==> config.mk <==
export PLATFORM = sky130hd
export DESIGN_NAME = pipe_ctrl_flat
export DESIGN_NICKNAME = d
export VERILOG_FILES = /design/src/rtl/pipe_ctrl_if.sv /design/src/rtl/pipe_ctrl.sv /design/src/flat_wrapper.sv
export SDC_FILE = /design/constraint.sdc
export NUM_CORES = 1
export LEC_CHECK = 0
export CORE_ASPECT_RATIO = 1.2
export CORE_MARGIN = 5
export CORE_UTILIZATION = 43
export DETAILED_ROUTE_END_ITERATION = 8
export PLACE_DENSITY = 0.88
export SLEW_MARGIN = 20
export SYNTH_ARGS = -nofsm -noshare
export SYNTH_HDL_FRONTEND = slang
export SYNTH_SLANG_ARGS = --single-unit
==> constraint.sdc <==
create_clock -name clk -period 5.5 [get_ports clk]
set_input_delay 1.1 -clock clk [delete_from_list [all_inputs] [get_ports clk]]
set_output_delay 1.1 -clock clk [all_outputs]
set_load 0.01 [all_outputs]
==> src/rtl/pipe_ctrl_if.sv <==
// pipe_ctrl_if: decode/execute status in, pipeline sequencing controls out.
// The slave modport is used by pipe_ctrl; the master modport is the
// datapath side that drives opcode/register information and consumes
// the stall and mux selects.
interface pipe_ctrl_if;
    // decode / execute status
    logic       op_jmp;
    logic       op_beq;
    logic       op_bne;
    logic       zero;
    logic       dec_illop;
    logic [4:0] dec_ra1;
    logic [4:0] dec_ra2;
    logic       dec_uses_ra2;
    logic       exec_is_load;
    logic [4:0] exec_rc;
    logic       pc_kernel;
    logic       mem_busy;
    logic       irq;
    // sequencing controls
    logic       stall;
    logic       freeze;
    logic [1:0] ir_src_dec;
    logic [1:0] ir_src_if;
    logic [2:0] pc_sel;
    logic       exc_busy;

    modport master (
        output op_jmp, op_beq, op_bne, zero, dec_illop, dec_ra1, dec_ra2,
               dec_uses_ra2, exec_is_load, exec_rc, pc_kernel, mem_busy, irq,
        input  stall, freeze, ir_src_dec, ir_src_if, pc_sel, exc_busy
    );

    modport slave (
        input  op_jmp, op_beq, op_bne, zero, dec_illop, dec_ra1, dec_ra2,
               dec_uses_ra2, exec_is_load, exec_rc, pc_kernel, mem_busy, irq,
        output stall, freeze, ir_src_dec, ir_src_if, pc_sel, exc_busy
    );
endinterface

==> src/rtl/pipe_ctrl.sv <==
// pipe_ctrl: pipeline sequencer for the Beta five-stage core.
// Chooses the next PC, the fetch/decode IR sources, inserts load-use
// bubbles, annuls the fetch slot on taken branches and injects exception
// instructions for illegal opcodes and (optionally) interrupts.
// IR source encodings mirror the core's IR_SRC_* values:
//   DATA = 0, NOP = 1, EXCEPT = 2.
// Build option: define PIPE_CTRL_IRQ_EN to compile in the irq synchronizer
// and the interrupt path; without it irq is ignored and pc_sel never
// selects the XADR vector.
// Outputs are decoded combinationally from the registered state because
// decode needs stall and mux selects within the same cycle.
module pipe_ctrl #(
    parameter int LD_BUBBLES  = 2,   // 1..3
    parameter int EXC_HOLDOFF = 3    // 1..7
) (
    input  logic       clk,
    input  logic       rst,
    pipe_ctrl_if.slave bus
);

    localparam logic [1:0] IR_SRC_DATA   = 2'd0;
    localparam logic [1:0] IR_SRC_NOP    = 2'd1;
    localparam logic [1:0] IR_SRC_EXCEPT = 2'd2;

    localparam logic [2:0] PC_SEL_INC    = 3'd0;
    localparam logic [2:0] PC_SEL_BRANCH = 3'd1;
    localparam logic [2:0] PC_SEL_JUMP   = 3'd2;
    localparam logic [2:0] PC_SEL_ILLOP  = 3'd3;
    localparam logic [2:0] PC_SEL_XADR   = 3'd4;
    localparam logic [2:0] PC_SEL_RESET  = 3'd5;

    // The first bubble is the detect cycle itself, so LDUSE counts the rest.
    localparam logic [1:0] BUB_INIT = (LD_BUBBLES > 1) ? 2'(LD_BUBBLES - 2) : 2'd0;
    localparam logic [2:0] HO_INIT  = 3'(EXC_HOLDOFF - 1);

    typedef enum logic [1:0] {
        ST_RUN   = 2'd0,
        ST_LDUSE = 2'd1,
        ST_HOLD  = 2'd2
    } state_t;

    state_t     r_state;
    logic [1:0] r_bub_cnt;
    logic [2:0] r_ho_cnt;

    logic       w_irq_sync;
    logic       w_hazard;
    logic       w_taken;
    logic       w_run_or_hold;
    logic       w_exc;
    logic       w_bubble;
    logic       w_branch;

    logic       w_stall;
    logic       w_freeze;
    logic [1:0] w_ir_src_dec;
    logic [1:0] w_ir_src_if;
    logic [2:0] w_pc_sel;

`ifdef PIPE_CTRL_IRQ_EN
    logic r_irq_q1;
    logic r_irq_q2;

    // Two-flop synchronizer for the asynchronous interrupt level
    always_ff @(posedge clk or posedge rst) begin
        if (rst) begin
            r_irq_q1 <= 1'b0;
            r_irq_q2 <= 1'b0;
        end else begin
            r_irq_q1 <= bus.irq;
            r_irq_q2 <= r_irq_q1;
        end
    end

    assign w_irq_sync = r_irq_q2;
`else
    logic w_unused_irq;
    assign w_unused_irq = bus.irq;
    assign w_irq_sync   = 1'b0;
`endif

    // R31 is hardwired zero, so writing it never creates a dependency.
    assign w_hazard = bus.exec_is_load && (bus.exec_rc != 5'd31) &&
                      ((bus.exec_rc == bus.dec_ra1) ||
                       (bus.dec_uses_ra2 && (bus.exec_rc == bus.dec_ra2)));

    assign w_taken = bus.op_jmp | (bus.op_beq & bus.zero) | (bus.op_bne & ~bus.zero);

    // Decode operands are invalid during LDUSE, so nothing else is honoured there.
    assign w_run_or_hold = (r_state != ST_LDUSE);

    // Interrupts are masked in supervisor mode and during the holdoff window.
    assign w_exc = w_run_or_hold &&
                   (bus.dec_illop || (w_irq_sync && !bus.pc_kernel && (r_state == ST_RUN)));

    assign w_bubble = (r_state == ST_LDUSE) || (w_run_or_hold && w_hazard);
    assign w_branch = w_run_or_hold && w_taken;

    // Sequencing decode: first matching rule wins
    always_comb begin
        w_stall      = 1'b0;
        w_freeze     = 1'b0;
        w_ir_src_dec = IR_SRC_DATA;
        w_ir_src_if  = IR_SRC_DATA;
        w_pc_sel     = PC_SEL_INC;
        if (rst) begin
            w_ir_src_dec = IR_SRC_NOP;
            w_ir_src_if  = IR_SRC_NOP;
            w_pc_sel     = PC_SEL_RESET;
        end else if (bus.mem_busy) begin
            w_stall  = 1'b1;
            w_freeze = 1'b1;
        end else if (w_exc) begin
            w_ir_src_dec = IR_SRC_EXCEPT;
            w_ir_src_if  = IR_SRC_NOP;
            w_pc_sel     = bus.dec_illop ? PC_SEL_ILLOP : PC_SEL_XADR;
        end else if (w_bubble) begin
            w_stall      = 1'b1;
            w_ir_src_dec = IR_SRC_NOP;
        end else if (w_branch) begin
            w_ir_src_if = IR_SRC_NOP;
            w_pc_sel    = bus.op_jmp ? PC_SEL_JUMP : PC_SEL_BRANCH;
        end else begin
            w_ir_src_dec = IR_SRC_DATA;
            w_ir_src_if  = IR_SRC_DATA;
            w_pc_sel     = PC_SEL_INC;
        end
    end

    assign bus.stall      = w_stall;
    assign bus.freeze     = w_freeze;
    assign bus.ir_src_dec = w_ir_src_dec;
    assign bus.ir_src_if  = w_ir_src_if;
    assign bus.pc_sel     = w_pc_sel;
    assign bus.exc_busy   = !rst && (r_state == ST_HOLD);

    // Controller FSM with bubble and holdoff counters; frozen while memory is busy
    always_ff @(posedge clk or posedge rst) begin
        if (rst) begin
            r_state   <= ST_RUN;
            r_bub_cnt <= 2'd0;
            r_ho_cnt  <= 3'd0;
        end else if (bus.mem_busy) begin
            r_state   <= r_state;
            r_bub_cnt <= r_bub_cnt;
            r_ho_cnt  <= r_ho_cnt;
        end else begin
            case (r_state)
                ST_RUN, ST_HOLD: begin
                    if (w_exc) begin
                        r_state  <= ST_HOLD;
                        r_ho_cnt <= HO_INIT;
                    end else begin
                        if (w_hazard && (LD_BUBBLES > 1)) begin
                            r_state   <= ST_LDUSE;
                            r_bub_cnt <= BUB_INIT;
                        end else if ((r_state == ST_HOLD) && (r_ho_cnt == 3'd0)) begin
                            r_state <= ST_RUN;
                        end else begin
                            r_state <= r_state;
                        end
                        // RUN always carries ho_cnt == 0, so this only counts in HOLD.
                        if (r_ho_cnt != 3'd0) begin
                            r_ho_cnt <= r_ho_cnt - 3'd1;
                        end else begin
                            r_ho_cnt <= r_ho_cnt;
                        end
                    end
                end
                ST_LDUSE: begin
                    // Holdoff keeps running while bubbles are inserted.
                    if (r_ho_cnt != 3'd0) begin
                        r_ho_cnt <= r_ho_cnt - 3'd1;
                    end else begin
                        r_ho_cnt <= r_ho_cnt;
                    end
                    if (r_bub_cnt == 2'd0) begin
                        r_state <= (r_ho_cnt != 3'd0) ? ST_HOLD : ST_RUN;
                    end else begin
                        r_bub_cnt <= r_bub_cnt - 2'd1;
                    end
                end
                default: begin
                    r_state   <= ST_RUN;
                    r_bub_cnt <= 2'd0;
                    r_ho_cnt  <= 3'd0;
                end
            endcase
        end
    end

endmodule

==> src/flat_wrapper.sv <==
// flat-port wrapper written by rule: the top's interface ports become plain ports
module pipe_ctrl_flat 
#(
    parameter int LD_BUBBLES  = 2,          
    parameter int EXC_HOLDOFF = 3           
)
  (clk, rst, bus_op_jmp, bus_op_beq, bus_op_bne, bus_zero, bus_dec_illop, bus_dec_ra1, bus_dec_ra2, bus_dec_uses_ra2, bus_exec_is_load, bus_exec_rc, bus_pc_kernel, bus_mem_busy, bus_irq, bus_stall, bus_freeze, bus_ir_src_dec, bus_ir_src_if, bus_pc_sel, bus_exc_busy);
  pipe_ctrl_if bus_i ();
  input  logic clk;
  input  logic rst;
  input wire logic [$bits(bus_i.op_jmp)-1:0] bus_op_jmp;
  input wire logic [$bits(bus_i.op_beq)-1:0] bus_op_beq;
  input wire logic [$bits(bus_i.op_bne)-1:0] bus_op_bne;
  input wire logic [$bits(bus_i.zero)-1:0] bus_zero;
  input wire logic [$bits(bus_i.dec_illop)-1:0] bus_dec_illop;
  input wire logic [$bits(bus_i.dec_ra1)-1:0] bus_dec_ra1;
  input wire logic [$bits(bus_i.dec_ra2)-1:0] bus_dec_ra2;
  input wire logic [$bits(bus_i.dec_uses_ra2)-1:0] bus_dec_uses_ra2;
  input wire logic [$bits(bus_i.exec_is_load)-1:0] bus_exec_is_load;
  input wire logic [$bits(bus_i.exec_rc)-1:0] bus_exec_rc;
  input wire logic [$bits(bus_i.pc_kernel)-1:0] bus_pc_kernel;
  input wire logic [$bits(bus_i.mem_busy)-1:0] bus_mem_busy;
  input wire logic [$bits(bus_i.irq)-1:0] bus_irq;
  output wire logic [$bits(bus_i.stall)-1:0] bus_stall;
  output wire logic [$bits(bus_i.freeze)-1:0] bus_freeze;
  output wire logic [$bits(bus_i.ir_src_dec)-1:0] bus_ir_src_dec;
  output wire logic [$bits(bus_i.ir_src_if)-1:0] bus_ir_src_if;
  output wire logic [$bits(bus_i.pc_sel)-1:0] bus_pc_sel;
  output wire logic [$bits(bus_i.exc_busy)-1:0] bus_exc_busy;
  assign bus_i.op_jmp = bus_op_jmp;
  assign bus_i.op_beq = bus_op_beq;
  assign bus_i.op_bne = bus_op_bne;
  assign bus_i.zero = bus_zero;
  assign bus_i.dec_illop = bus_dec_illop;
  assign bus_i.dec_ra1 = bus_dec_ra1;
  assign bus_i.dec_ra2 = bus_dec_ra2;
  assign bus_i.dec_uses_ra2 = bus_dec_uses_ra2;
  assign bus_i.exec_is_load = bus_exec_is_load;
  assign bus_i.exec_rc = bus_exec_rc;
  assign bus_i.pc_kernel = bus_pc_kernel;
  assign bus_i.mem_busy = bus_mem_busy;
  assign bus_i.irq = bus_irq;
  assign bus_stall = bus_i.stall;
  assign bus_freeze = bus_i.freeze;
  assign bus_ir_src_dec = bus_i.ir_src_dec;
  assign bus_ir_src_if = bus_i.ir_src_if;
  assign bus_pc_sel = bus_i.pc_sel;
  assign bus_exc_busy = bus_i.exc_busy;
  pipe_ctrl #(.LD_BUBBLES(LD_BUBBLES), .EXC_HOLDOFF(EXC_HOLDOFF)) u_core (.clk(clk), .rst(rst), .bus(bus_i));
endmodule
==> results.ini, run 1 <==
[run_status]
status=finished clean

[sta]
tns_ns=0
final_max_slew_viol_count=0
setup_ws_ns=1.10
rsz0062_at_grt=false
clock-skew-final_ns=0.0116
final-hold-violation-count=0
fmax_ghz=0.227
setup_violations=0
post-route-min-period_ns=4.40
worstMarginPinSlew_ns=0.558
relSlewSlack_pct=62.7
fin_crit_sh_pct=80.0

[floorplan]
die_area_um2=2720
core_um2=1660
initial_utilization_pct=45.9
io_pins=37
fp.dieH_um=56.1
die_w_um=48.4
rows=16

[drt]
ant_nets=0
drc=0
via_per_inst=5.59
drtIter0Drc=22
vias=811
routed_wl_mm=2.05
routedWlPerCell_um=14.1
drt_pass1_iterations=4

[synthesis]
yosys.area.top_type=dfrtp_1
synth-xor-area-share_pct=11.5
syn_area_per_cell_um2=7.94
ys_seq_area_share_pct=23.0
synth_cells=96
synth_commonest_cells=a21oi_1 (9), xor2_1 (9), o21ai_0 (8)
syn_nets=126
synthAdderAreaFrac_pct=4.93
syn_area_um2=762
synth_compound_area_share_pct=29.2
yosysWarningCount=0
synth_mux_area_share_pct=1.48
synth_seq_cells=7
synth_top_family_by_area=compound AO/OA/AOI/OAI gates
synth_flop_cell=dfrtp_1
synth_area_leaders=dfrtp_1 (23%), xor2_1 (10%), a21oi_1 (5.9%)
synth_edf_count=0
synth-simple-area-share_pct=22.8
synthArstFlopShare_pct=100
netlist.area_leader.share_pct=23.0
ys_types=38

[placed_design]
dp.cells=141
place_hpwl_mm=1.71
port_buffers=33
dp_slack_ns=1.09
gp_congestion=0.797

[clock_tree]
post_cts_buffers=0
cts_root_buf=clkbuf_4
ctsHtreeMaxLevel=1
clock-sinks=7
cts-buffers-inserted=3
clk_pin_slew_ns=0.05
cts_tree=yes
clk-insertion-delay-late_ns=0.26
cts_hold_buf=0
cts.path.max_buffers=2
ctsResizeCount=0

[critical_path]
crit_chain=clkdlybuf4s50_1 -> xor2_1 -> nor4_2 -> a32oi_1 -> nor3_2 -> a2bb2oi_1 -> clkdlybuf4s50_1
critical_path_required_ns=4.40
critical_path_buf_inv_count=2
crit_fanout=4
crit_path_max_incr_delay_ns=0.56
crit_slowest_cell=clkdlybuf4s50_1
worstPathArrival_ns=3.30
path_delay_family=buffers and inverters
start_kind=input port
crit_path_frequent_cell=clkdlybuf4s50_1
critPathKind=input port to primary output
end_kind=primary output

[final_layout]
nets=158
drive_gt1_share_pct=7.87
diodes=0
instances_no_fill=145
num-fill-cells=141
syn2layout_area_growth_pct=46.1

[pwr]
p_total_mw=0.236
p_comb_share_pct=49.0
power_density_nw_per_um2=212
p_sw_mw=0.0876
p_sw_share_pct=37.1
p_clk_share_pct=20.4
p_int_mw=0.149
p_seq_share_pct=30.7
ir_worst_vdd_v=0.000104
cellLeakagePower_nw=0.474

[run]
drv_cap=0

[global_route]
grt_pass1_wl_mm=3.30
antenna_found_initial=0
grt_max_degree=18
grt_use_total_pct=14.2
gr-total-overflow=0
grt_pass1_vias=832

[min_path]
hold_class=flop to flop

## layer usage
layer	vias up	global-route usage (%)	wire length, µm
met4	0	2.77	11
met5	-	0	0
li1	406	-	-
met3	2	2.41	131
met1	374	14.2	759
met2	29	29.1	1150
## power by group through the flow
stage	Sequential [mW]	Combinational, mW	Clock [mW]
after detailed placement	0.0735	0.115	0
after global routing	0.0743	0.128	0.0504
after CTS	0.0723	0.116	0.0492
after floorplan	0.0686	0.0733	0
after global placement	0.0727	0.108	0
final	0.0724	0.116	0.0481
## logic make-up (layout without fill, tap and decap cells)
kind of cell    Yosys count  after routing
compound gates           32             32
xor+xnor                 10             10
fa+ha+maj                 3              3
buf+inv                  12             43
flops                     7              7
mux                       1              1
other cells               1              1
simple gates             30             30
## placed cells by master (no fill, tap or decap), types with 2 or more instances in the layout
cell,instances
nand2b_1,2
a21oi_1,9
clkbuf_4,3
dfrtp_1,7
inv_1,6
clkdlybuf4s50_1,33
nand2_1,3
o31ai_1,4
xor2_1,9
ha_1,3
nor3_1,5
o21ai_0,8
nor2_1,7
nor2b_1,4
## final cells by class
type / count / area, µm² / share of cell area, %
Clock buffer: 4 / 26.3 / 2.36
Tap cell: 18 / 22.5 / 2.02
Timing Repair Buffer: 33 / 330 / 29.7
Sequential cell: 7 / 175 / 15.7
Inverter: 6 / 22.5 / 2.02
Multi-Input combinational cell: 77 / 537 / 48.2
## final timing paths
check	start	endpoint	slack [ns]	cells after the start
min in group asynchronous	rst	u_core.r_state[0]	1.25	2
worst min register to register	u_core.r_ho_cnt[2]	u_core.r_ho_cnt[2]	0.50	1
worst max-delay path	bus_exec_rc[4]	bus_ir_src_dec[0]	1.10	7
worst min-delay path	u_core.r_ho_cnt[2]	u_core.r_ho_cnt[2]	0.50	1
worst max register to register	u_core.r_ho_cnt[1]	u_core.r_state[1]	3.66	7
max in group asynchronous	rst	u_core.r_bub_cnt[1]	3.96	2
## through the flow
| stage | instance area (µm²) | util [%] | hold slack (ns) |
|---|---|---|---|
| 3_5_place_dp | 1090 | 65.4 | 0.497 |
| 4_1_cts | 1110 | 67.0 | 0.508 |
| 2_1_floorplan | 762 | - | 0.463 |
| 5_1_grt | 1110 | 67.0 | 0.548 |
| 6_report | 1110 | 67.0 | 0.499 |
| 3_3_place_gp | 1090 | 65.4 | 0.478 |
## worst register-to-register path, cell delays in order (launching register included)
cell	delay, ns
dfrtp_1	0.38
inv_1	0.09
ha_1	0.18
nor2b_1	0.33
a21oi_1	0.15
a2111o_1	0.38
a21oi_1	0.16
a311oi_2	0.05
## state kept, by name, summed over array words and instances (netlist names)
name,count
u_core.r_state,2
u_core.r_ho_cnt,3
u_core.r_bub_cnt,2
No activity file was read; power rests on OpenSTA's default activity.
==> run 2: changes to the inputs <==
- CORE_UTILIZATION: 43 -> 36
- PLACE_DENSITY: 0.88 -> 0.79
- clock period: 5.5 -> 4 ns (I/O delays scaled with it)
==> run 2 against run 1 <==
Sequential cell count unchanged. Power increased by 38%. Highest routed layer unchanged. Core utilization decreased by 11 points. Cell count increased by 9.7%. Largest power group unchanged. Critical endpoint unchanged.
==> results.ini, run 2 (synthesized netlist as in run 1, its figures left out) <==
[clock_tree]
cts-buffers-inserted=3
cts_root_buf=clkbuf_4
ctsHtreeMaxLevel=1
clk_pin_slew_ns=0.05
clock-sinks=7
clk-insertion-delay-late_ns=0.26
cts_tree=yes
cts.path.max_buffers=2

[critical_path]
crit_fanout=4
critical_path_buf_inv_count=2
start_kind=input port
worstPathArrival_ns=3.02
crit_slowest_cell=clkdlybuf4s50_1
critPathKind=input port to primary output
critical_path_required_ns=3.20
end_kind=primary output
crit_path_max_incr_delay_ns=0.55
crit_path_frequent_cell=clkdlybuf4s50_1
path_delay_family=buffers and inverters
crit_chain=clkdlybuf4s50_1 -> xor2_1 -> nor4_2 -> a32oi_2 -> nor3_2 -> a2bb2oi_1 -> clkdlybuf4s50_1

[global_route]
grt_max_degree=14
grt_use_total_pct=14.8
grt_pass1_vias=826
grt_pass1_wl_mm=3.52
gr-total-overflow=0
antenna_found_initial=0

[drt]
routedWlPerCell_um=13.4
vias=845
drc=0
routed_wl_mm=2.13
drt_pass1_iterations=4
drtIter0Drc=24
via_per_inst=5.31
ant_nets=0

[min_path]
hold_class=flop to flop

[placed_design]
port_buffers=33
dpl-instance-area_um2=1110
place_hpwl_mm=1.82
dp_slack_ns=0.126
gp_congestion=0.741

[floorplan]
die_w_um=52
initial_utilization_pct=37.2
rows=18
die_area_um2=3140
core_um2=2050
fp.dieH_um=60.4
io_pins=37

[sta]
setup_violations=0
fin_crit_sh_pct=95.5
setup_ws_ns=0.180
clock-skew-final_ns=0.000545
fmax_ghz=0.262
post-route-min-period_ns=3.82
worstMarginPinSlew_ns=0.535
relSlewSlack_pct=63.9
tns_ns=0
final-hold-violation-count=0
final_max_slew_viol_count=0

[final_layout]
fin_area_um2=1150
top_register=u_core.r_ho_cnt
nets=160
layout_common_cells=clkdlybuf4s50_1 (33), xor2_1 (9), a21oi_1 (9), o21ai_0 (8)
num-fill-cells=194
diodes=0
largestRegisters=u_core.r_ho_cnt x3, u_core.r_bub_cnt x2, u_core.r_state x2
final_common_cell=clkdlybuf4s50_1
syn2layout_area_growth_pct=51.1
largest_reg_flops=3
drive_gt1_share_pct=10.1

[pwr]
power_density_nw_per_um2=283
p_total_mw=0.325
ir_worst_vdd_v=0.000131
cellLeakagePower_nw=0.489

[run_status]
status=finished clean

[run]
drv_cap=0

run 2: cell types whose count changed in the layout (fill, tap and decap cells not counted), sizes merged:
cell	before	now
buf	0	2
run 2: worst paths after layout:
path | cells after the start | slack [ns] | end | from
min in group asynchronous | 2 | 0.94 | u_core.r_ho_cnt[1] | rst
worst max register to register | 7 | 2.11 | u_core.r_state[1] | u_core.r_ho_cnt[0]
worst min register to register | 1 | 0.52 | u_core.r_ho_cnt[2] | u_core.r_ho_cnt[2]
worst min-delay path | 1 | 0.52 | u_core.r_ho_cnt[2] | u_core.r_ho_cnt[2]
max in group asynchronous | 2 | 2.77 | u_core.r_state[0] | rst
worst max-delay path | 7 | 0.18 | bus_ir_src_dec[0] | bus_exec_rc[4]
run 2: cell type report:
class	count	area, µm²	area share (%)
multi-input cells	77	544	47.3
inverters	6	22.5	1.96
well taps	30	37.5	3.26
clock buffers	4	26.3	2.28
repair buffers	35	345	30.0
flip-flops and latches	7	175	15.2
run 2: power by group:
part           leakage (nW)  switching, mW  internal (mW)
combinational         0.392         0.0792         0.0796
sequential           0.0813         0.0132         0.0867
clock                0.0150         0.0283         0.0382
run 2: metrics by stage:
stage	util [%]	hold WS (ns)	instances
after floorplan	-	0.463	96
after global placement	54.2	0.475	154
after detailed placement	54.2	0.507	154
after CTS	55.4	0.512	158
after global routing	56.2	0.538	159
final	56.2	0.518	159
run 2: layer usage:
layer  vias up  GRT usage (%)  wire [µm]
met5         -              0          0
met4         0           5.62         46
met3         9           3.69        170
met2        42           27.8       1180
met1       376           15.6        734
li1        418              -          -
run 2: repair_timing:
action	4_1_cts	5_1_grt
buffers inserted	0	1
hold buffers	0	0
hold endpoints to repair	0	0
gates resized for setup	0	1
setup endpoints to repair	0	1
==> run 3: changes to the inputs <==
- REMOVE_ABC_BUFFERS: default -> 1
==> run 3 against run 2 <==
Wire length decreased by 0.70%. Cell count is the same. Maximum frequency shrank 0.75%. First-iteration DRC count unchanged. Clock skew rose by 0.0023 ns. Setup slack got worse by 0.029 ns.
==> results.ini, run 3 (synthesized netlist as in run 1, its figures left out) <==
[placed_design]
gp_congestion=0.781
port_buffers=33
dp_slack_ns=0.164
place_hpwl_mm=1.78

[final_layout]
drive_gt1_share_pct=9.30
top_register=u_core.r_ho_cnt
largestRegisters=u_core.r_ho_cnt x3, u_core.r_bub_cnt x2, u_core.r_state x2
layout_common_cells=clkdlybuf4s50_1 (33), xor2_1 (9), a21oi_1 (9), o21ai_0 (8)
largest_reg_flops=3
multi_input_area_um2=537
nets=160
num-fill-cells=182
seqCellArea_um2=175
diodes=0
final_common_cell=clkdlybuf4s50_1
syn2layout_area_growth_pct=50.1

[floorplan]
initial_utilization_pct=37.2
core_um2=2050
die_w_um=52
rows=18
io_pins=37
die_area_um2=3140
fp.dieH_um=60.4

[clock_tree]
cts-buffers-inserted=3
post_cts_buffers=0
cts_hold_buf=0
cts_tree=yes
ctsHtreeMaxLevel=1
cts_root_buf=clkbuf_4
clk_pin_slew_ns=0.05
ctsResizeCount=0
clk-insertion-delay-late_ns=0.26
cts.path.max_buffers=2
clock-sinks=7

[sta]
final-hold-violation-count=0
fin_crit_sh_pct=96.2
setup_violations=0
fmax_ghz=0.260
rsz0062_at_grt=false
tns_ns=0
post-route-min-period_ns=3.85
setup_ws_ns=0.151
final_max_slew_viol_count=0
clock-skew-final_ns=0.00288

[critical_path]
worstPathArrival_ns=3.05
crit_end=bus_ir_src_dec[0]
rr_startpoint=u_core.r_ho_cnt[0]
start_kind=input port
rr_worst_depth=7
critical_path_required_ns=3.20
reg2reg_to=u_core.r_state[1]
crit_fanout=4
timing.critical_path.from=bus_exec_rc[4]
r2r_slack_ns=2.16
end_kind=primary output
critPathKind=input port to primary output

[min_path]
whs_path_depth=2
hold_class=flop to flop

[global_route]
gr-total-overflow=0
grt_max_degree=15
grt_pass1_wl_mm=3.49
antenna_found_initial=0
use_met3_pct=4.42
grt_use_total_pct=14.8
grtUsageMet2_pct=27.1
gr-max-usage-layer=met2
grt_pass1_vias=863
grtUsageMet1_pct=15.2

[drt]
routed_wl_mm=2.12
routedWlPerCell_um=13.3
drtIter0Drc=24
vias=829
via_per_inst=5.21
drt_pass1_iterations=4
ant_nets=0
drc=0

[run_status]
status=finished clean

[pwr]
ir_worst_vdd_v=0.000121
power_density_nw_per_um2=281
cellLeakagePower_nw=0.484

[run]
drv_cap=0

==> run 3: cell counts in the layout (fill, tap and decap cells not counted) <==
Identical to the previous run, type by type.
==> run 3: area by class of cell <==
class / count / share of cell area (%)
Sequential cell: 7 / 15.3
Inverter: 6 / 1.97
Tap cell: 30 / 3.28
Clock buffer: 4 / 2.30
Timing Repair Buffer: 35 / 30.2
Multi-Input combinational cell: 77 / 46.9
==> run 3: worst min-delay path by stage <==
stage / from / end
6_report: u_core.r_ho_cnt[1] / u_core.r_ho_cnt[1]
5_1_grt: u_core.r_ho_cnt[2] / u_core.r_ho_cnt[2]
4_1_cts: u_core.r_ho_cnt[1] / u_core.r_ho_cnt[1]
3_5_place_dp: u_core.r_ho_cnt[1] / u_core.r_ho_cnt[1]
3_3_place_gp: u_core.r_bub_cnt[1] / u_core.r_bub_cnt[1]
2_1_floorplan: u_core.r_bub_cnt[1] / u_core.r_bub_cnt[1]
==> run 3: where the power goes <==
part | total, mW | leakage [nW] | internal, mW | switching (mW)
combinational | 0.157 | 0.388 | 0.0796 | 0.0776
clock | 0.0649 | 0.0150 | 0.0381 | 0.0268
sequential | 0.0989 | 0.0813 | 0.0867 | 0.0122
total | 0.321 | 0.484 | 0.204 | 0.117
==> run 3: critical path: stages <==
cell and delay, ns:
clkdlybuf4s50_1 0.47, xor2_1 0.19, nor4_2 0.29, a32oi_1 0.21, nor3_2 0.30, a2bb2oi_1 0.22
clkdlybuf4s50_1 0.57
==> run 3: per-stage QoR <==
stage	power, mW	util (%)	cells	instance area, µm²	hold WS, ns
6_report	0.321	55.8	159	1140	0.506
5_1_grt	0.348	55.8	159	1140	0.544
4_1_cts	0.321	55.8	159	1140	0.510
3_5_place_dp	0.258	54.5	155	1120	0.499
3_3_place_gp	0.250	54.5	155	1120	0.481
2_1_floorplan	0.191	-	90	734	0.463
==> run 3: metal layers <==
layer  up-vias  wire length (µm)
met4         0                56
met2        36              1060
met1       376               851
met5         -                 0
li1        410                 -
met3         7               145
==> patch 1 (flow settings as in run 3) <==
Re-encode `state_t` (3 states) as one-hot, 3 bits wide.
--- a/src/rtl/pipe_ctrl.sv
+++ b/src/rtl/pipe_ctrl.sv
@@ -35,6 +35,6 @@
 
-    typedef enum logic [1:0] {
-        ST_RUN   = 2'd0,
-        ST_LDUSE = 2'd1,
-        ST_HOLD  = 2'd2
+    typedef enum logic [2:0] {
+        ST_RUN   = 3'b001,
+        ST_LDUSE = 3'b010,
+        ST_HOLD  = 3'b100
     } state_t;
Function: no difference found for any inputs over 10 cycles, from zero or initial values and one cycle with rst high; not proved beyond that.
==> patch 1 against run 3 <==
  * Die area is 10% higher
  * Via count is 12% higher
  * Utilization is 1.7 points lower
  * Worst setup slack better by 240 ps
  * Synthesized area is 13% higher
  * Wire length is 12% higher
  * Sequential cell count is 1 higher
  * Sequential share of layout area is 0.99 points higher
  * Hold slack worse by 17 ps
  * First-iteration DRC count is 17% lower
  * Final area is 8.0% higher
  * Global-route usage is 0.16 points higher
  * Power is 50% higher
==> patch 1: results (changes against run 3) <==
- Reg2reg setup slack: 2280 ps (+120 ps)
- P_clk: 0.0000690 W (+6.3%)
- Share of layout cells above drive strength 1: 10.1% (+0.84 points)
- Placer Congestion: 0.772 (-1.1%)
- Overall routed net length: 2.38 mm (+12%)
- Resized cells post-CTS: 0 (unchanged)
- Regs by FF count: u_core.r_ho_cnt x3, u_core.r_state x3, u_core.r_bub_cnt x2
- R2r startpoint: u_core.r_ho_cnt[0]
- Vias in the first global route: 963 (+12%)
- Synth top area cells: dfrtp_1, xnor2_1, ha_1, a21oi_1, nand3_1
- Placed Cells: 165 (+6.5%)
- Root buffer cell: clkbuf_4
- Initial antenna violation count: 0 (unchanged)
- Post-DP Area: 1210 um^2 (+8.2%)
- Reg2reg end: u_core.r_state[0]
- Initial DRT Pass Iterations: 4 (unchanged)
- Post-CTS setup buffers: 0 (unchanged)
- Synthesized area per cell: 8.25 um^2 (+4.0%)
- Peak fanout along the critical path: 6 (+2)
- CTS clock-pin slew for the worst setup and hold paths: 60 ps
- DRT iter0 DRCs: 20 (-17%)
- Crit path arrival time: 2810 ps (-240 ps)
- Sequential cell area fraction in the yosys report: 23.5% (+0.48 points)
- Min-Delay Startpoint: u_core.r_ho_cnt[1]
- Largest net degree at the start of global routing: 16 (+1)
- Maximum buffer depth of the clock tree: 2 (unchanged)
- HPWL after DPL: 1.90 mm (+6.7%)
- Netlist cell types: 43 (+13%)
- Worst VDD drop: 0.204 mV (+68%)
- Total CTS buffers: 3 (unchanged)
- Worst Hold Slack: 489 ps (-16.9 ps)
- Hold Path Depth: 1 (-1)
- GRT Util Overall: 14.9% (+0.16 points)
- Slowest-stage cell, CP: clkdlybuf4s50_1
- Leakage: 0.460 nW (-4.9%)
- Clock Skew: 4.32 ps (+1.44 ps)
- Max Slew Vio Count: 0 (unchanged)
- Post-synth ARST share: 100% (unchanged)
- Ant. Diodes: 0 (unchanged)
- Routed vias: 930 (+12%)
- Worst Hold Path EP: u_core.r_ho_cnt[1]
- Routed vias/inst: 5.50 (+5.5%)
- Sequential power share: 29.3% (-1.5 points)
- Fillcell total: 227 (+25%)
- Worst R2R Path Depth: 7 (unchanged)
- Int Power: 0.000278 W (+36%)
- Status: finished clean
- PortBufs: 33 (unchanged)
- CP max stage delay: 590 ps (+20 ps)
- Top Family by Delay on Critical Path: buffers and inverters
- Global-route wire length before repair: 4.01 mm (+15%)
- Clk Latency, worst-skew pair: 260 ps (about the same)
- PD cells: 389 nW/um^2 (+39%)
- Most frequent cells after synthesis: xnor2_1, dfrtp_1, nor2_1
- # H-tree levels: 1 (unchanged)
- Yosys top cell by area: dfrtp_1
- Min-delay worst type: reg2reg
- Total of warnings raised by yosys: 0 (unchanged)
-- patch 1: worst reg2reg max path: cells and delay by family (launching register included) --
family | cells | cell delay [ps]
and+or+nand+nor | 2 | 420
adders and majority gates | 1 | 180
DFF | 1 | 390
AOI/OAI and AO/OA | 3 | 560
buffers and inverters | 1 | 90
-- patch 1: cells by family after synthesis --
family	Yosys count	share of synthesized area, %
other cells	1	0.437
xor+xnor	11	11.2
flops	8	23.5
fa+ha+maj	3	4.37
compound gates	32	29.4
buf+inv	11	6.12
simple gates	38	24.9
-- patch 1: stage by stage --
step	power, W	worst slack, ps
after floorplan	0.000320	1470
after global placement	0.000397	423
after detailed placement	0.000408	383
after CTS	0.000481	365
after global routing	0.000522	291
final	0.000480	388
-- patch 1: worst max-delay path by stage --
stage                        start       endpoint  slack [ps]  cells after the start
CTS                 bus_exec_rc[4]  bus_pc_sel[0]         370                      7
global placement    bus_exec_rc[2]  bus_pc_sel[0]         420                      6
floorplan           bus_dec_ra2[4]  bus_pc_sel[0]        1470                      5
detailed placement  bus_exec_rc[4]  bus_pc_sel[0]         380                      7
global route        bus_exec_rc[0]  bus_pc_sel[0]         290                      7
finish              bus_exec_rc[4]  bus_pc_sel[0]         390                      7
-- patch 1: per-layer routing --
layer | global-route usage, % | vias to the layer above | wire (um)
li1 | - | 446 | -
met1 | 17.1 | 432 | 942
met2 | 24.6 | 47 | 1160
met3 | 5.42 | 5 | 238
met4 | 5.30 | 0 | 35
met5 | 0 | - | 0
-- patch 1: final cells by class --
cell class / instances / area [um^2] / share of cell area, %
multi-input cells: 85 / 604 / 48.9
well taps: 31 / 38.8 / 3.14
flip-flops and latches: 8 / 201 / 16.3
inverters: 7 / 26.3 / 2.13
clock buffers: 4 / 26.3 / 2.13
repair buffers: 34 / 338 / 27.4
==> patch 2 (config.mk and constraints of run 3) <==
Made on the original files. Add a define of `PIPE_CTRL_IRQ_EN`.
--- a/src/rtl/pipe_ctrl.sv
+++ b/src/rtl/pipe_ctrl.sv
@@ -11,2 +11,4 @@
 // decode needs stall and mux selects within the same cycle.
+`define PIPE_CTRL_IRQ_EN
+
 module pipe_ctrl #(
Check against the original RTL: not equivalent (a bounded check fails within 4 cycles, from zero or initial values and one cycle with rst high).
==> patch 2 against run 3 <==
  * Power is 9.1% higher
  * Clock skew shrank 1.9 ps
  * Final area grew 11%
  * Worst setup slack better by 130 ps
  * Wire length is 14% higher
  * Non-clock buffer count up 1
  * Count of clock-buffer cells in the layout stayed put
  * Synthesized area rose by 14%
  * Sequential cell count rose by 2
  * Register-to-register slack gained 170 ps
  * Critical endpoint is now bus_pc_sel[0]
==> patch 2: results (changes against run 3) <==
- Top Family by Delay on Critical Path: buffers and inverters
- CP max stage delay: 480 ps (-90 ps)
- Post-synth ARST share: 100% (unchanged)
- Synth Area in XOR/XNOR: 10.1% (-1.4 points)
- Post-DP Area: 1240 um^2 (+11%)
- Total of warnings raised by yosys: 0 (unchanged)
- Sequential cell area fraction in the yosys report: 26.0% (+3.0 points)
- Peak fanout along the critical path: 9 (+5)
- Wire length on met2: 1.24 mm (+16%)
- Total CTS buffers: 3 (unchanged)
- HPWL after DPL: 1.97 mm (+11%)
- Overall routed net length: 2.40 mm (+14%)
- Status: finished clean
- Most frequent cells after synthesis: nor2_1, dfrtp_1, nand2b_1, o21ai_0, xor2_1
- Initial antenna violation count: 0 (unchanged)
- Synth top area cells: dfrtp_1, xor2_1, nor2_1, nand2b_1, ha_1
- Crit path arrival time: 2920 ps (-130 ps)
- Synth Area in Compound Gates: 25.3% (-3.9 points)
- Root buffer cell: clkbuf_4
- Power Total: 0.000350 W (+9.1%)
- Resized cells post-CTS: 0 (unchanged)
- Global-route wire length before repair: 3.84 mm (+10%)
- Switching Share: 35.1% (-1.2 points)
- PortBufs: 35 (+6.1%)
- Netlist cell types: 39 (+2.6%)
- Vias in the first global route: 891 (+3.2%)
- Post-CTS setup buffers: 0 (unchanged)
- Largest net degree at the start of global routing: 16 (+1)
- Synthesized instance count: 106 (+10%)
- Post-synthesis mux area share: 2.46% (+0.98 points)
- GRT Util Overall: 14.8% (-0.023 points)
- Share of layout cells above drive strength 1: 8.51% (-0.79 points)
- Routed vias/inst: 5.15 (-1.2%)
- Routed wire per std cell: 14.0 um (+4.9%)
- Clk Latency, worst-skew pair: 270 ps
- Pre-CTS WS: 257 ps (+92.9 ps)
- Placer Congestion: 0.730 (-6.4%)
- CTS clock-pin slew for the worst setup and hold paths: 60 ps
- M1 wire length: 878 um (+3.2%)
- DRT iter0 DRCs: 7 (-71%)
- Worst VDD drop: 0.209 mV (+72%)
- Min-delay worst type: reg2reg
- Clk pwr share: 20.4% (+0.2 points)
- Reported sequential group power: 0.000122 W (+23%)
- Layout Nets: 172 (+7.5%)
- Adder-cell share of the synthesized area: 4.34% (-0.59 points)
- Leakage: 0.494 nW (+2.1%)
- Clock Skew: 0.988 ps (-1.89 ps)
- Routed wire length on met3: 248 um (+71%)
- Fillcell total: 222 (+22%)
patch 2: changes by cell type in the layout (fill, tap and decap cells not counted), moves of 2 or more:
cell | before | now
nand2b_1 | 2 | 7
nor2_1 | 7 | 12
nor4_1 | 0 | 2
xor2_1 | 9 | 6
xnor2_1 | 1 | 4
a31o_2 | 1 | 3
nand3_1 | 1 | 3
a21oi_1 | 9 | 5
clkdlybuf4s50_1 | 33 | 35
dfrtp_1 | 7 | 9
nor3_1 | 5 | 3
patch 2: metal layers:
metal / up-vias / track usage [%]
li1: 447 / -
met1: 402 / 15.1
met2: 32 / 26.3
met3: 5 / 4.01
met4: 0 / 6.54
met5: - / 0
patch 2: layout make-up:
| cell class | instances | area (um^2) | area share (%) |
|---|---|---|---|
| Timing Repair Buffer | 36 | 358 | 28.3 |
| Tap cell | 31 | 38.8 | 3.07 |
| Inverter | 5 | 18.8 | 1.48 |
| Multi-Input combinational cell | 87 | 598 | 47.3 |
| Clock buffer | 4 | 26.3 | 2.08 |
| Sequential cell | 9 | 225 | 17.8 |
patch 2: final timing paths:
check,startpoint,end,slack [ps],cells past startpoint
max,bus_exec_rc[1],bus_pc_sel[0],280,7
min,u_core.r_irq_q1,u_core.r_irq_q2,360,0
max reg2reg,u_core.r_state[1],u_core.r_state[1],2330,5
min reg2reg,u_core.r_irq_q1,u_core.r_irq_q2,360,0
max in group asynchronous,rst,u_core.r_state[1],2650,2
min in group asynchronous,rst,u_core.r_irq_q2,1060,2
patch 2: cell families (layout without fill, tap and decap cells):
family | after synthesis | in the layout
xor gates and xnor gates | 10 | 10
and+or+nand+nor | 42 | 42
buffers and inverters | 10 | 45
muxes | 2 | 2
adders and majority gates | 3 | 3
AOI/OAI and AO/OA | 29 | 29
other | 1 | 1
DFF | 9 | 9
